### config.mk
export PLATFORM = sky130hd
export DESIGN_NAME = vote_tally_bank
export DESIGN_NICKNAME = d
export VERILOG_FILES = /design/src/rtl/evm_pkg.sv /design/src/rtl/sat_counter.sv /design/src/rtl/vote_tally_bank.sv
export SDC_FILE = /design/constraint.sdc
export NUM_CORES = 1
export LEC_CHECK = 0
export ABC_AREA = 1
export CAP_MARGIN = 30
export CORE_UTILIZATION = 30
export DETAILED_ROUTE_END_ITERATION = 12
export DONT_BUFFER_PORTS = 1
export PLACE_DENSITY = 0.5
export SYNTH_ARGS = -nofsm -noshare
export SYNTH_HDL_FRONTEND = slang
export SYNTH_HIERARCHICAL = 1
export SYNTH_SLANG_ARGS = --single-unit
### constraint.sdc
create_clock -name clk -period 3.9 [get_ports clk]
set_input_delay 0.975 -clock clk [delete_from_list [all_inputs] [get_ports clk]]
set_output_delay 0.975 -clock clk [all_outputs]
set_load 0.01 [all_outputs]
### src/rtl/evm_pkg.sv
// Shared types and helpers for the EVM vote tally bank.
package evm_pkg;

  typedef enum logic [1:0] {
    IDLE   = 2'd0,
    OPEN   = 2'd1,
    CLOSED = 2'd2,
    CLEAR  = 2'd3
  } poll_state_t;

  // Largest value representable in a w-bit counter (w < 32).
  function automatic int unsigned cnt_max(input int unsigned w);
    return (32'd1 << w) - 32'd1;
  endfunction

endpackage

### src/rtl/sat_counter.sv
// Increment-and-hold counter with synchronous clear and an at-maximum flag.
module sat_counter
  import evm_pkg::*;
#(
  parameter int unsigned CNT_W = 8
) (
  input  logic             clk,
  input  logic             rst_n,
  input  logic             clr_i,
  input  logic             inc_i,
  output logic [CNT_W-1:0] cnt_o,
  output logic             at_max_o
);

  localparam logic [CNT_W-1:0] MAX = CNT_W'(cnt_max(CNT_W));

  logic [CNT_W-1:0] cnt_q, cnt_d;

  // Clear wins over increment; the count holds once it reaches MAX.
  always_comb begin
    cnt_d = cnt_q;
    if (clr_i) begin
      cnt_d = '0;
    end else if (inc_i && (cnt_q != MAX)) begin
      cnt_d = cnt_q + CNT_W'(1);
    end
  end

  // Counter register with synchronous active-low reset.
  always_ff @(posedge clk) begin
    if (!rst_n) begin
      cnt_q <= '0;
    end else begin
      cnt_q <= cnt_d;
    end
  end

  assign cnt_o    = cnt_q;
  assign at_max_o = (cnt_q == MAX);

endmodule

### src/rtl/vote_tally_bank.sv
// Bank of per-candidate vote counters with a running total, gated by a poll FSM.
module vote_tally_bank
  import evm_pkg::*;
#(
  parameter int unsigned N_CAND = 4,
  parameter int unsigned CNT_W  = 8,
  parameter int unsigned IDX_W  = (N_CAND > 1) ? $clog2(N_CAND) : 1,
  parameter int unsigned TOT_W  = CNT_W + IDX_W
) (
  input  logic              clk,
  input  logic              rst_n,
  input  logic              open_poll,
  input  logic              close_poll,
  input  logic              clear_req,
  input  logic              vote_valid,
  input  logic [IDX_W-1:0]  vote_idx,
  output logic              vote_accept,
  output logic              vote_reject,
  input  logic              rd_en,
  input  logic [IDX_W-1:0]  rd_idx,
  output logic              rd_valid,
  output logic [CNT_W-1:0]  rd_data,
  output logic [TOT_W-1:0]  total,
  output logic [N_CAND-1:0] sat,
  output logic [1:0]        poll_state
);

  localparam logic [CNT_W-1:0] PRE_MAX  = CNT_W'(cnt_max(CNT_W) - 32'd1);
  localparam logic [IDX_W-1:0] LAST_IDX = IDX_W'(N_CAND - 1);

  poll_state_t       state_q;
  logic [IDX_W-1:0]  clr_idx_q;
  logic [TOT_W-1:0]  total_q;
  logic [N_CAND-1:0] sat_q;
  logic              vote_accept_q, vote_reject_q;
  logic              rd_valid_q;
  logic [CNT_W-1:0]  rd_data_q;

  logic [CNT_W-1:0]  cnt_w [N_CAND];
  logic [N_CAND-1:0] at_max_w;
  logic [N_CAND-1:0] inc_c;
  logic [N_CAND-1:0] clr_c;
  logic              vote_ok_c, accept_c, reject_c;
  logic              rd_ok_c;
  logic [CNT_W-1:0]  rd_mux_c;

  // A vote is eligible when polling is open and the index names a real entry.
  assign vote_ok_c = (state_q == OPEN) && vote_valid && (32'(vote_idx) < N_CAND);
  assign accept_c  = |inc_c;
  assign reject_c  = vote_valid && !accept_c;
  assign rd_ok_c   = (state_q == CLOSED) && rd_en && (32'(rd_idx) < N_CAND);

  // One counter per candidate; CLEAR walks the entries one per cycle.
  for (genvar k = 0; k < N_CAND; k++) begin : g_cnt
    assign inc_c[k] = vote_ok_c && (vote_idx == IDX_W'(k)) && !at_max_w[k];
    assign clr_c[k] = (state_q == CLEAR) && (clr_idx_q == IDX_W'(k));

    sat_counter #(.CNT_W(CNT_W)) u_cnt (
      .clk      (clk),
      .rst_n    (rst_n),
      .clr_i    (clr_c[k]),
      .inc_i    (inc_c[k]),
      .cnt_o    (cnt_w[k]),
      .at_max_o (at_max_w[k])
    );
  end

  // Readout multiplexer over the counter bank.
  always_comb begin
    rd_mux_c = '0;
    for (int k = 0; k < N_CAND; k++) begin
      if (rd_idx == IDX_W'(k)) begin
        rd_mux_c = cnt_w[k];
      end
    end
  end

  // Poll FSM plus total, sticky saturation, vote response and read response registers.
  always_ff @(posedge clk) begin
    if (!rst_n) begin
      state_q       <= IDLE;
      clr_idx_q     <= '0;
      total_q       <= '0;
      sat_q         <= '0;
      vote_accept_q <= 1'b0;
      vote_reject_q <= 1'b0;
      rd_valid_q    <= 1'b0;
      rd_data_q     <= '0;
    end else begin
      vote_accept_q <= accept_c;
      vote_reject_q <= reject_c;
      rd_valid_q    <= rd_ok_c;
      rd_data_q     <= rd_ok_c ? rd_mux_c : '0;

      if (accept_c) begin
        total_q <= total_q + TOT_W'(1);
      end
      for (int k = 0; k < N_CAND; k++) begin
        if (inc_c[k] && (cnt_w[k] == PRE_MAX)) begin
          sat_q[k] <= 1'b1;
        end
      end

      case (state_q)
        IDLE: begin
          if (clear_req) begin
            state_q   <= CLEAR;
            clr_idx_q <= '0;
          end else if (open_poll) begin
            state_q <= OPEN;
          end
        end
        OPEN: begin
          if (close_poll) begin
            state_q <= CLOSED;
          end
        end
        CLOSED: begin
          if (clear_req) begin
            state_q   <= CLEAR;
            clr_idx_q <= '0;
          end
        end
        CLEAR: begin
          if (clr_idx_q == LAST_IDX) begin
            state_q   <= IDLE;
            clr_idx_q <= '0;
            total_q   <= '0;
            sat_q     <= '0;
          end else begin
            clr_idx_q <= clr_idx_q + IDX_W'(1);
          end
        end
        default: state_q <= IDLE;
      endcase
    end
  end

  assign vote_accept = vote_accept_q;
  assign vote_reject = vote_reject_q;
  assign rd_valid    = rd_valid_q;
  assign rd_data     = rd_data_q;
  assign total       = total_q;
  assign sat         = sat_q;
  assign poll_state  = state_q;

endmodule

==> impl_summary.log, run 1 <==
INFO  metric outcome = finished, final reports clean
INFO  metric unrepaired_setup_endpoints_after_global_routing = no
INFO  metric critical_path_cell_by_cell = ha_1 -> nand2_1 -> nor2_2 -> nand2_2 -> inv_2 -> inv_1 -> nand2_1 -> nor2_2 -> nand2_1 -> nor2_2 -> nand3_1 -> nand2_1 -> inv_1 -> nor2_1
INFO  metric timing.critical_path.fanout_max = 11
INFO  metric synth_cells = 553
INFO  metric timing.final.setup_violations = 0
INFO  metric start_util = 30.91%
INFO  metric r2r_slack = 1.56 ns
INFO  metric finalSetupTns = 0 ns
INFO  metric drc = 0
INFO  metric core = 12110 sq um
INFO  metric tritoncts = done
INFO  metric clock_sink_count = 61
INFO  metric groute.usage.overall = 14.32%
INFO  metric dieHeight = 113.7 um
INFO  metric fin_area = 4101 sq um
INFO  metric path_buf_inv = 3
INFO  metric layout.nets = 579
INFO  metric yosysTopAreaCellShare = 32.62%
INFO  metric num_antenna_cells = 0
INFO  metric clock_path_buffers = 2
INFO  metric power.leakage = 1.834 nW
INFO  metric antenna_found_initial = 0
INFO  metric power.density = 403.2 nW/um^2
INFO  metric io_buffers = 0
INFO  metric cts.repair.resized = 0
INFO  metric fillCellCount = 1368
INFO  metric end_of_the_worst_register_to_register_path = g_cnt[2].u_cnt/cnt_o[7]$_SDFFE_PP0P_
INFO  metric mappedNetlistArea = 3744 sq um
INFO  metric worst_r2r_start = g_cnt[2].u_cnt/cnt_o[0]$_SDFFE_PP0P_
INFO  metric ys_seq_elements = 61
INFO  metric placementRows = 40
INFO  metric grt_pass1_wl = 14.39 mm
INFO  metric ff_latch_area = 1221 sq um
INFO  metric chipWidth = 113.7 um
INFO  metric synth.avg_cell_area = 6.770 sq um
INFO  metric route.antenna.remaining_nets = 0
INFO  metric via_count_of_the_first_global_routing_pass = 3061
INFO  metric layout_stage_area_growth_over_the_synthesis_result = 9.559%
INFO  metric slew_headroom = 65.72%
INFO  metric cp-start-kind = flip-flop
INFO  metric multiInputGateArea = 2032 sq um
INFO  metric vdd_ir_drop_max = 0.2653 mV
INFO  metric grt_remaining_overflow = 0
INFO  metric hold_path_startpoint = g_cnt[1].u_cnt/cnt_o[5]$_SDFFE_PP0P_
INFO  metric post_cts_buffers = 0
INFO  metric maxClockFrequency = 0.4268 GHz
INFO  metric drt_pre_antenna_iters = 4
INFO  metric post-synth-top-area-cell = sky130_fd_sc_hd__dfxtp_1
INFO  metric final.setup_skew = 0.008260 ns
INFO  metric worst-endpoint-required = 4.17 ns
INFO  metric final_min_period_over_clock_period = 60.08%
INFO  metric critical-path-top-delay-family = simple AND/OR/NAND/NOR gates
INFO  metric fin_ws = 1.557 ns
INFO  metric hold_viol_final = 0
INFO  metric timing_max_transition_violations_final = 0
INFO  metric ioPinCount = 38
INFO  metric transition_time_of_the_tightest_slew_check_pin = 0.5137 ns
INFO  metric grt_start_max_net_pins = 20
INFO  metric worstHoldPathType = flip-flop to flip-flop
INFO  metric post_synth_num_cell_types = 31
INFO  metric h-tree-depth = 3
INFO  metric clk_pin_slew_worst_paths = 0.05 ns
INFO  metric avgViaCountPerCell = 4.474
INFO  metric yosysWarningCount = 6
INFO  metric crit_type = flip-flop to flip-flop
INFO  metric r2r_cell_count = 14
INFO  metric holdPathStages = 2
INFO  metric dr.first_iter.drc_count = 88
INFO  metric worstHoldEndpoint = g_cnt[1].u_cnt/cnt_o[5]$_SDFFE_PP0P_
INFO  metric cts-buffers-inserted = 9
INFO  metric post_dp_cell_area = 3854 sq um
INFO  metric clockRootBuffer = sky130_fd_sc_hd__clkbuf_16
INFO  metric via_count = 3244
INFO  metric wire_length_per_cell = 11.47 um
INFO  metric max_stage_delay = 0.42 ns
INFO  metric syn-num-nets = 578
INFO  metric max_cap_viols = 0
INFO  metric finalWorstPathRequiredPeriod = 2.343 ns
INFO  metric crit_path_end_kind = flip-flop
INFO  metric dpl_worst_slack = 1.577 ns
INFO  metric place_congestion = 0.7767
INFO  metric slowest_stage = sky130_fd_sc_hd__nor2_2
INFO  metric synthTopCellsByArea = sky130_fd_sc_hd__dfxtp_1 (33%), sky130_fd_sc_hd__nand2_1 (14%), sky130_fd_sc_hd__inv_1 (9.1%), sky130_fd_sc_hd__nor2_1 (6.5%), sky130_fd_sc_hd__nand3_1 (5.2%)
INFO  metric cp.arrival = 2.61 ns
INFO  metric detail_route.wirelength = 8.318 mm
INFO  metric insertion_delay = 0.33 ns
INFO  metric crit_path_frequent_cell = sky130_fd_sc_hd__nand2_1
INFO  metric cts_hold_repair.buffers = 0
INFO  metric dp.final_hpwl = 6.261 mm
INFO  metric design.die.area = 12930 sq um
INFO  metric drive_above_1_share = 12.39%
INFO  metric yosysSeqAreaShare = 32.62%
registers in the layout (all words and copies together), names as in the netlist:
signal and count:
clr_idx_q 2, g_cnt.u_cnt/cnt_o 32, poll_state 2, rd_data 8, rd_valid 1, sat 4
total 10, vote_accept 1, vote_reject 1
final cells by class:
class	count	share of cell area (%)
multi-input combinational	378	49.54
sequential	61	29.77
inverter	104	9.518
clock buffer	11	5.674
tap	168	5.125
clock inverter	3	0.3661
routing by layer:
layer	vias to the layer above	wire length [um]	global-route usage, %
li1	1727	-	-
met1	1447	4010	18.14
met2	66	3713	22.52
met3	4	517	5.313
met4	0	76	4.474
met5	-	0	0
Yosys cell counts:
master	n
sky130_fd_sc_hd__nand2_4	1
sky130_fd_sc_hd__nor2_8	8
sky130_fd_sc_hd__a21oi_2	7
sky130_fd_sc_hd__dfxtp_1	61
sky130_fd_sc_hd__o21ai_2	1
sky130_fd_sc_hd__a31oi_1	4
sky130_fd_sc_hd__nand2_1	139
sky130_fd_sc_hd__o21ai_0	9
sky130_fd_sc_hd__a211oi_1	1
sky130_fd_sc_hd__nor3_1	8
sky130_fd_sc_hd__a21oi_1	32
sky130_fd_sc_hd__nand2_2	5
sky130_fd_sc_hd__clkinv_1	5
sky130_fd_sc_hd__buf_2	1
sky130_fd_sc_hd__buf_12	1
sky130_fd_sc_hd__buf_4	4
sky130_fd_sc_hd__nand3b_1	1
sky130_fd_sc_hd__o211ai_1	3
sky130_fd_sc_hd__nor2_2	15
sky130_fd_sc_hd__o221ai_1	1
sky130_fd_sc_hd__ha_1	14
sky130_fd_sc_hd__nand4_1	10
sky130_fd_sc_hd__o2111ai_1	2
sky130_fd_sc_hd__nor2_4	4
sky130_fd_sc_hd__nand3_1	39
sky130_fd_sc_hd__nor3b_1	1
sky130_fd_sc_hd__nor2_1	65
sky130_fd_sc_hd__inv_1	91
sky130_fd_sc_hd__inv_2	8
sky130_fd_sc_hd__nand3_2	8
sky130_fd_sc_hd__buf_6	4
kinds of logic (layout without fill, tap and decap cells):
family | Yosys count | count (layout) | synth area share (%)
flops | 61 | 61 | 32.62
compound gates | 60 | 60 | 9.525
buf+inv | 114 | 118 | 13.10
fa+ha+maj | 14 | 14 | 4.679
simple gates | 304 | 304 | 40.07
where the power goes:
group / switching [mW] / total [mW] / internal (mW)
clock: 0.268 / 0.686 / 0.418
sequential: 0.0485 / 0.704 / 0.656
combinational: 0.172 / 0.263 / 0.0910
per-stage QoR:
stage | hold WS, ns | util, % | cells | power (mW)
floorplan | 0.4780 | - | 553 | 0.9386
global placement | 0.5016 | 31.82 | 711 | 0.9735
detailed placement | 0.5044 | 31.82 | 711 | 0.9816
CTS | 0.5119 | 33.86 | 725 | 1.692
global route | 0.5436 | 33.86 | 725 | 1.756
finish | 0.5065 | 33.86 | 725 | 1.654
placed cells by master, fill, tap and decap left out, types with 5 or more instances in the layout:
master                      netlist  final
sky130_fd_sc_hd__inv_1           91     91
sky130_fd_sc_hd__nor2_1          65     65
sky130_fd_sc_hd__nand4_1         10     10
sky130_fd_sc_hd__nand2_2          5      5
sky130_fd_sc_hd__clkbuf_16        0      9
sky130_fd_sc_hd__o21ai_0          9      9
sky130_fd_sc_hd__nand2_1        139    139
sky130_fd_sc_hd__dfxtp_1         61     61
sky130_fd_sc_hd__nand3_1         39     39
sky130_fd_sc_hd__nor2_2          15     15
sky130_fd_sc_hd__a21oi_1         32     32
sky130_fd_sc_hd__a21oi_2          7      7
sky130_fd_sc_hd__nand3_2          8      8
sky130_fd_sc_hd__clkinv_1         5      5
sky130_fd_sc_hd__nor3_1           8      8
sky130_fd_sc_hd__inv_2            8      8
sky130_fd_sc_hd__nor2_8           8      8
sky130_fd_sc_hd__ha_1            14     14
how the worst max path moves through the flow:
stage / end / from / cells past startpoint / slack (ns)
after floorplan: g_cnt[0].u_cnt/cnt_o[4]$_SDFFE_PP0P_ / vote_idx[0] / 9 / 1.92
after global placement: total[1]$_SDFF_PN0_ / vote_idx[0] / 8 / 1.60
after detailed placement: total[4]$_SDFF_PN0_ / vote_idx[0] / 8 / 1.58
after CTS: g_cnt[0].u_cnt/cnt_o[7]$_SDFFE_PP0P_ / g_cnt[0].u_cnt/cnt_o[0]$_SDFFE_PP0P_ / 14 / 1.54
after global routing: g_cnt[3].u_cnt/cnt_o[7]$_SDFFE_PP0P_ / g_cnt[3].u_cnt/cnt_o[0]$_SDFFE_PP0P_ / 13 / 1.28
final: g_cnt[2].u_cnt/cnt_o[7]$_SDFFE_PP0P_ / g_cnt[2].u_cnt/cnt_o[0]$_SDFFE_PP0P_ / 14 / 1.56
worst register-to-register path: stages, from the launching register on:
cell	delay [ns]
sky130_fd_sc_hd__dfxtp_1	0.38
sky130_fd_sc_hd__ha_1	0.27
sky130_fd_sc_hd__nand2_1	0.16
sky130_fd_sc_hd__nor2_2	0.05
sky130_fd_sc_hd__nand2_2	0.20
sky130_fd_sc_hd__inv_2	0.05
sky130_fd_sc_hd__inv_1	0.05
sky130_fd_sc_hd__nand2_1	0.05
sky130_fd_sc_hd__nor2_2	0.42
sky130_fd_sc_hd__nand2_1	0.16
sky130_fd_sc_hd__nor2_2	0.21
sky130_fd_sc_hd__nand3_1	0.10
sky130_fd_sc_hd__nand2_1	0.07
sky130_fd_sc_hd__inv_1	0.03
sky130_fd_sc_hd__nor2_1	0.08
No activity file was read; power rests on OpenSTA's default activity.
==> inputs of run 2 (changes only) <==
PLACE_DENSITY = 0.51   (was 0.5)
clock period = 1.9 ns   (was 3.9 ns; I/O delays follow)
==> run 2 against run 1 <==
Utilization increased by 4.0 points. Critical path depth is 3 lower. Die area unchanged. Via count grew 6.1%. Clock power rose to 2.6 times the previous value. Sequential share of layout area is 3.1 points lower. Clock skew fell by 0.0013 ns. Global-route usage grew 0.87 points. Non-clock buffer count up 37. Worst setup slack lost 1.4 ns. Maximum frequency grew 34%. Largest cell class unchanged. Total power grew 130%.
==> impl_summary.log, run 2 (synthesis results as in run 1) <==
INFO  metric outcome = finished, final reports clean
INFO  metric insertion_delay = 0.34 ns
INFO  metric finalWorstPathRequiredPeriod = 1.745 ns
INFO  metric avgViaCountPerCell = 4.501
INFO  metric mostFrequentLayoutCell = sky130_fd_sc_hd__nand2_1
INFO  metric core = 12110 sq um
INFO  metric antenna_found_initial = 0
INFO  metric path_buf_inv = 3
INFO  metric fillCellCount = 1320
INFO  metric groute.usage.overall = 15.19%
INFO  metric grt_start_max_net_pins = 20
INFO  metric post-layout-total-power = 3.885 mW
INFO  metric hold_viol_final = 0
INFO  metric slowest_stage = sky130_fd_sc_hd__dfxtp_1
INFO  metric io_buffers = 0
INFO  metric dr.first_iter.drc_count = 160
INFO  metric worst-endpoint-required = 2.17 ns
INFO  metric cp-start-kind = flip-flop
INFO  metric ioPinCount = 38
INFO  metric final.setup_skew = 0.006984 ns
INFO  metric cp.arrival = 2.02 ns
INFO  metric layout_stage_area_growth_over_the_synthesis_result = 22.43%
INFO  metric worstHoldPathType = primary input to flip-flop
INFO  metric layout.nets = 617
INFO  metric finalSetupTns = 0 ns
INFO  metric cts-buffers-inserted = 9
INFO  metric start_util = 30.91%
INFO  metric drive_above_1_share = 20.44%
INFO  metric vdd_ir_drop_max = 0.7108 mV
INFO  metric max_stage_delay = 0.30 ns
INFO  metric slew_headroom = 69.86%
INFO  metric transition_time_of_the_tightest_slew_check_pin = 0.4504 ns
INFO  metric worstHoldEndpoint = vote_reject$_SDFF_PN0_
INFO  metric placementRows = 40
INFO  metric timing_max_transition_violations_final = 0
INFO  metric drc = 0
INFO  metric r2r_slack = 0.16 ns
INFO  metric critical-path-top-delay-family = simple AND/OR/NAND/NOR gates
INFO  metric final_min_period_over_clock_period = 91.84%
INFO  metric design.die.area = 12930 sq um
INFO  metric power.density = 847.7 nW/um^2
INFO  metric max_cap_viols = 0
INFO  metric crit_path_end_kind = flip-flop
INFO  metric grt_pass1_wl = 15.17 mm
INFO  metric h-tree-depth = 3
INFO  metric wire_length_per_cell = 11.90 um
INFO  metric via_count_of_the_first_global_routing_pass = 3229
INFO  metric r2r_cell_count = 11
INFO  metric critical_path_cell_by_cell = inv_1 -> ha_1 -> nand3_2 -> nor2_4 -> buf_12 -> nand2_1 -> nor2_4 -> nand3_1 -> nand2_1 -> inv_1 -> nor2_1
INFO  metric routed-wl-met2 = 4.053 mm
INFO  metric layout.cells.most_common_list = sky130_fd_sc_hd__nand2_1 (137), sky130_fd_sc_hd__inv_1 (91), sky130_fd_sc_hd__nor2_1 (65), sky130_fd_sc_hd__dfxtp_1 (59), sky130_fd_sc_hd__buf_4 (35)
INFO  metric clockRootBuffer = sky130_fd_sc_hd__clkbuf_16
INFO  metric crit_type = flip-flop to flip-flop
INFO  metric end_of_the_worst_register_to_register_path = g_cnt[2].u_cnt/cnt_o[7]$_SDFFE_PP0P_
INFO  metric timing.final.setup_violations = 0
INFO  metric clk_pin_slew_worst_paths = 0.05 ns
INFO  metric dr.max_layer_used = met4
INFO  metric dieHeight = 113.7 um
INFO  metric m1WireLength = 4.281 mm
INFO  metric post_dp_cell_area = 4154 sq um
INFO  metric clock_sink_count = 61
INFO  metric via_count = 3443
INFO  metric fin_area = 4583 sq um
INFO  metric maxClockFrequency = 0.5731 GHz
INFO  metric worst_r2r_start = poll_state[1]$_SDFFE_PN0P_
INFO  metric power.leakage = 2.078 nW
INFO  metric tritoncts = done
INFO  metric timing.critical_path.fanout_max = 10
INFO  metric holdPathStages = 2
INFO  metric detail_route.wirelength = 9.106 mm
INFO  metric dp.final_hpwl = 6.871 mm
INFO  metric place_congestion = 0.8233
INFO  metric route.met3.wl = 584 um
INFO  metric cp_num_cells = 11
INFO  metric num_antenna_cells = 0
INFO  metric dpl.cell_count = 746
INFO  metric chipWidth = 113.7 um
INFO  metric clock_path_buffers = 2
INFO  metric drt_pre_antenna_iters = 5
INFO  metric hold_path_startpoint = vote_valid
INFO  metric route.antenna.remaining_nets = 0
INFO  metric largest_register_ff_count = 32
INFO  metric grt_remaining_overflow = 0
INFO  metric number_of_cells_in_the_finished_layout_apart_from_fillers = 765
[run 2: worst max path at each step]
stage / slack (ns) / start / endpoint
2_1_floorplan: -0.01 / g_cnt[2].u_cnt/cnt_o[0]$_SDFFE_PP0P_ / g_cnt[2].u_cnt/cnt_o[7]$_SDFFE_PP0P_
3_3_place_gp: 0.05 / g_cnt[3].u_cnt/cnt_o[1]$_SDFFE_PP0P_ / g_cnt[3].u_cnt/cnt_o[7]$_SDFFE_PP0P_
3_5_place_dp: 0.01 / g_cnt[3].u_cnt/cnt_o[1]$_SDFFE_PP0P_ / g_cnt[3].u_cnt/cnt_o[7]$_SDFFE_PP0P_
4_1_cts: 0.03 / g_cnt[3].u_cnt/cnt_o[1]$_SDFFE_PP0P_ / g_cnt[3].u_cnt/cnt_o[7]$_SDFFE_PP0P_
5_1_grt: -0.01 / g_cnt[2].u_cnt/cnt_o[0]$_SDFFE_PP0P_ / g_cnt[2].u_cnt/cnt_o[7]$_SDFFE_PP0P_
6_report: 0.16 / poll_state[1]$_SDFFE_PN0P_ / g_cnt[2].u_cnt/cnt_o[7]$_SDFFE_PP0P_
[run 2: area by class of cell]
| class | instances | area, sq um | area share [%] |
|---|---|---|---|
| Clock buffer | 12 | 256.5 | 5.597 |
| Sequential cell | 61 | 1224 | 26.70 |
| Multi-Input combinational cell | 379 | 2138 | 46.66 |
| Inverter | 104 | 390.4 | 8.518 |
| Clock inverter | 4 | 70.07 | 1.529 |
| Timing Repair Buffer | 37 | 294.0 | 6.416 |
| Tap cell | 168 | 210.2 | 4.586 |
[run 2: through the flow]
stage	hold WS, ns	worst slack [ns]	utilization, %
floorplan	0.4780	-0.01330	-
global placement	0.4999	0.04568	34.30
detailed placement	0.5128	0.01253	34.30
CTS	0.2435	0.03352	37.04
global route	0.2641	-0.01367	37.84
finish	0.2527	0.1550	37.84
[run 2: timing repair]
item / in CTS / in global routing
hold buffers: 0 / 0
hold endpoints to repair: 0 / 0
setup endpoints to repair: 1 / 30
resized for setup: 1 / 18
pin swaps: 0 / 6
setup buffers: 0 / 2
cloned: 0 / 1
[run 2: metal layers]
metal	vias to the layer above	GRT usage (%)
met4	0	7.018
met5	-	0
met1	1540	19.18
li1	1809	-
met3	12	5.473
met2	82	23.05
[run 2: where the power goes]
| part | switching (mW) | internal (mW) | total [mW] | leakage (nW) |
|---|---|---|---|---|
| Clock | 0.577 | 1.21 | 1.79 | 0.163 |
| Combinational | 0.438 | 0.256 | 0.693 | 1.42 |
| Sequential | 0.0558 | 1.35 | 1.40 | 0.494 |
| Total | 1.07 | 2.82 | 3.89 | 2.08 |
==> inputs of run 3 (changes only) <==
PLACE_DENSITY = 0.49   (was 0.51)
==> run 3 against run 2 <==
Count of clock-buffer cells in the layout is the same. Global-route usage is essentially flat. Hold slack lost 0.0037 ns. Worst setup slack lost 0.030 ns. Routed wire length shrank 1.5%. Utilization shrank 0.35 points. Clock power shrank 16%. Critical path depth grew 2. Maximum frequency shrank 1.7%. Register-to-register slack lost 0.03 ns. Largest cell class unchanged. Largest power group unchanged. Highest routed layer unchanged.
==> impl_summary.log, run 3 (synthesis results as in run 1) <==
INFO  metric outcome = finished, final reports clean
INFO  metric mostFrequentLayoutCell = sky130_fd_sc_hd__nand2_1
INFO  metric worst_r2r_start = g_cnt[3].u_cnt/cnt_o[1]$_SDFFE_PP0P_
INFO  metric ioPinCount = 38
INFO  metric detail_route.wirelength = 8.970 mm
INFO  metric grt_remaining_overflow = 0
INFO  metric end_of_the_worst_register_to_register_path = total[8]$_SDFF_PN0_
INFO  metric drive_above_1_share = 20.73%
INFO  metric wire_length_per_cell = 11.63 um
INFO  metric route.antenna.remaining_nets = 0
INFO  metric clock_sink_count = 61
INFO  metric final_min_period_over_clock_period = 93.40%
INFO  metric clockRootBuffer = sky130_fd_sc_hd__clkbuf_16
INFO  metric dr.first_iter.drc_count = 167
INFO  metric via_count_of_the_first_global_routing_pass = 3178
INFO  metric place_congestion = 0.8166
INFO  metric power.leakage = 2.089 nW
INFO  metric transition_time_of_the_tightest_slew_check_pin = 0.4609 ns
INFO  metric groute.usage.overall = 15.16%
INFO  metric layout.cells.most_common_list = sky130_fd_sc_hd__nand2_1 (136), sky130_fd_sc_hd__inv_1 (91), sky130_fd_sc_hd__nor2_1 (65), sky130_fd_sc_hd__dfxtp_1 (60), sky130_fd_sc_hd__buf_4 (45)
INFO  metric insertion_delay = 0.34 ns
INFO  metric via_count = 3432
INFO  metric dp.final_hpwl = 6.919 mm
INFO  metric cts-buffers-inserted = 9
INFO  metric clock_path_buffers = 2
INFO  metric power.density = 798.0 nW/um^2
INFO  metric avgViaCountPerCell = 4.451
INFO  metric r2r_cell_count = 13
INFO  metric dieHeight = 113.7 um
INFO  metric clk_pin_slew_worst_paths = 0.05 ns
INFO  metric io_buffers = 0
INFO  metric cp.arrival = 2.01 ns
INFO  metric h-tree-depth = 3
INFO  metric fin_util = 37.49%
INFO  metric chipWidth = 113.7 um
INFO  metric cts_hold_repair.buffers = 0
INFO  metric layout_stage_area_growth_over_the_synthesis_result = 21.29%
INFO  metric finalWorstPathRequiredPeriod = 1.775 ns
INFO  metric hold_path_startpoint = vote_valid
INFO  metric holdPathStages = 2
INFO  metric grt_start_max_net_pins = 20
INFO  metric layout.nets = 625
INFO  metric worst-endpoint-required = 2.14 ns
INFO  metric slew_headroom = 69.16%
INFO  metric start_util = 30.91%
INFO  metric max_cap_viols = 0
INFO  metric timing.final.setup_violations = 0
INFO  metric grt_pass1_wl = 15.08 mm
INFO  metric crit_path_end_kind = flip-flop
INFO  metric antenna_found_initial = 0
INFO  metric final.setup_skew = 0.009580 ns
INFO  metric maxClockFrequency = 0.5635 GHz
INFO  metric critPathLaunch = g_cnt[3].u_cnt/cnt_o[1]$_SDFFE_PP0P_
INFO  metric placementRows = 40
INFO  metric design.die.area = 12930 sq um
INFO  metric tritoncts = done
INFO  metric hold_viol_final = 0
INFO  metric worstHoldEndpoint = vote_reject$_SDFF_PN0_
INFO  metric worstHoldPathType = primary input to flip-flop
INFO  metric drt_pre_antenna_iters = 6
INFO  metric hold-worst-slack = 0.2491 ns
INFO  metric largest_register_ff_count = 32
INFO  metric vdd_ir_drop_max = 0.4736 mV
INFO  metric unrepaired_setup_endpoints_after_global_routing = yes
INFO  metric r2r_slack = 0.13 ns
INFO  metric timing_max_transition_violations_final = 0
INFO  metric drc = 0
INFO  metric timing.critical_path.fanout_max = 18
INFO  metric core = 12110 sq um
INFO  metric num_antenna_cells = 0
INFO  metric fillCellCount = 1356
INFO  metric crit_type = flip-flop to flip-flop
INFO  metric cp-start-kind = flip-flop
run 3: worst max-delay path, cell delays in order, from the launching register on:
cell	delay (ns)
sky130_fd_sc_hd__dfxtp_1	0.38
sky130_fd_sc_hd__ha_1	0.19
sky130_fd_sc_hd__nand2_1	0.09
sky130_fd_sc_hd__nor2_2	0.11
sky130_fd_sc_hd__nand2_2	0.06
sky130_fd_sc_hd__inv_2	0.04
sky130_fd_sc_hd__inv_1	0.03
sky130_fd_sc_hd__nand2_1	0.06
sky130_fd_sc_hd__nor2_2	0.06
sky130_fd_sc_hd__nor2_2	0.15
sky130_fd_sc_hd__nand2_4	0.16
sky130_fd_sc_hd__buf_4	0.18
sky130_fd_sc_hd__a21oi_2	0.11
sky130_fd_sc_hd__nor2_1	0.05
run 3: how the worst max path moves through the flow:
stage | end | cells past startpoint
6_report | total[8]$_SDFF_PN0_ | 13
5_1_grt | total[5]$_SDFF_PN0_ | 14
3_3_place_gp | sat[2]$_SDFF_PN0_ | 7
3_5_place_dp | g_cnt[1].u_cnt/cnt_o[7]$_SDFFE_PP0P_ | 15
4_1_cts | g_cnt[1].u_cnt/cnt_o[7]$_SDFFE_PP0P_ | 15
2_1_floorplan | g_cnt[2].u_cnt/cnt_o[7]$_SDFFE_PP0P_ | 16
run 3: routing by layer:
metal / global-route usage, % / share of wire (%) / vias to the layer above
li1: - / - / 1812
met1: 19.63 / 49 / 1540
met2: 22.89 / 43 / 70
met3: 4.942 / 5.9 / 10
met4: 6.754 / 1.8 / 0
met5: 0 / 0 / -
run 3: final cells by class:
type / instances / area (sq um) / area share, %
multi-input combinational: 378 / 2102 / 46.29
sequential: 61 / 1222 / 26.92
inverter: 104 / 390.4 / 8.597
timing repair buffer: 46 / 349.1 / 7.688
clock buffer: 12 / 256.5 / 5.649
tap: 168 / 210.2 / 4.629
clock inverter: 2 / 10.01 / 0.2204
run 3: metrics by stage:
| step | power, mW | TNS [ns] | cells | setup WS (ns) | area (sq um) |
|---|---|---|---|---|---|
| floorplan | 1.928 | -0.03769 | 553 | -0.01330 | 3769 |
| global placement | 2.082 | 0 | 752 | 0.06569 | 4187 |
| detailed placement | 2.102 | 0 | 752 | 0.08459 | 4187 |
| CTS | 3.639 | 0 | 766 | 0.06315 | 4453 |
| global route | 3.839 | -0.2039 | 771 | -0.03545 | 4541 |
| finish | 3.623 | 0 | 771 | 0.1255 | 4541 |
run 3: repair_timing:
action	in CTS	in global routing
endpoints found under the setup margin	0	24
resized for setup	0	12
setup buffers	0	5
run 3: where the power goes:
| group | switching [mW] | internal [mW] |
|---|---|---|
| combinational | 0.438 | 0.285 |
| clock | 0.568 | 0.932 |
| sequential | 0.0544 | 1.35 |
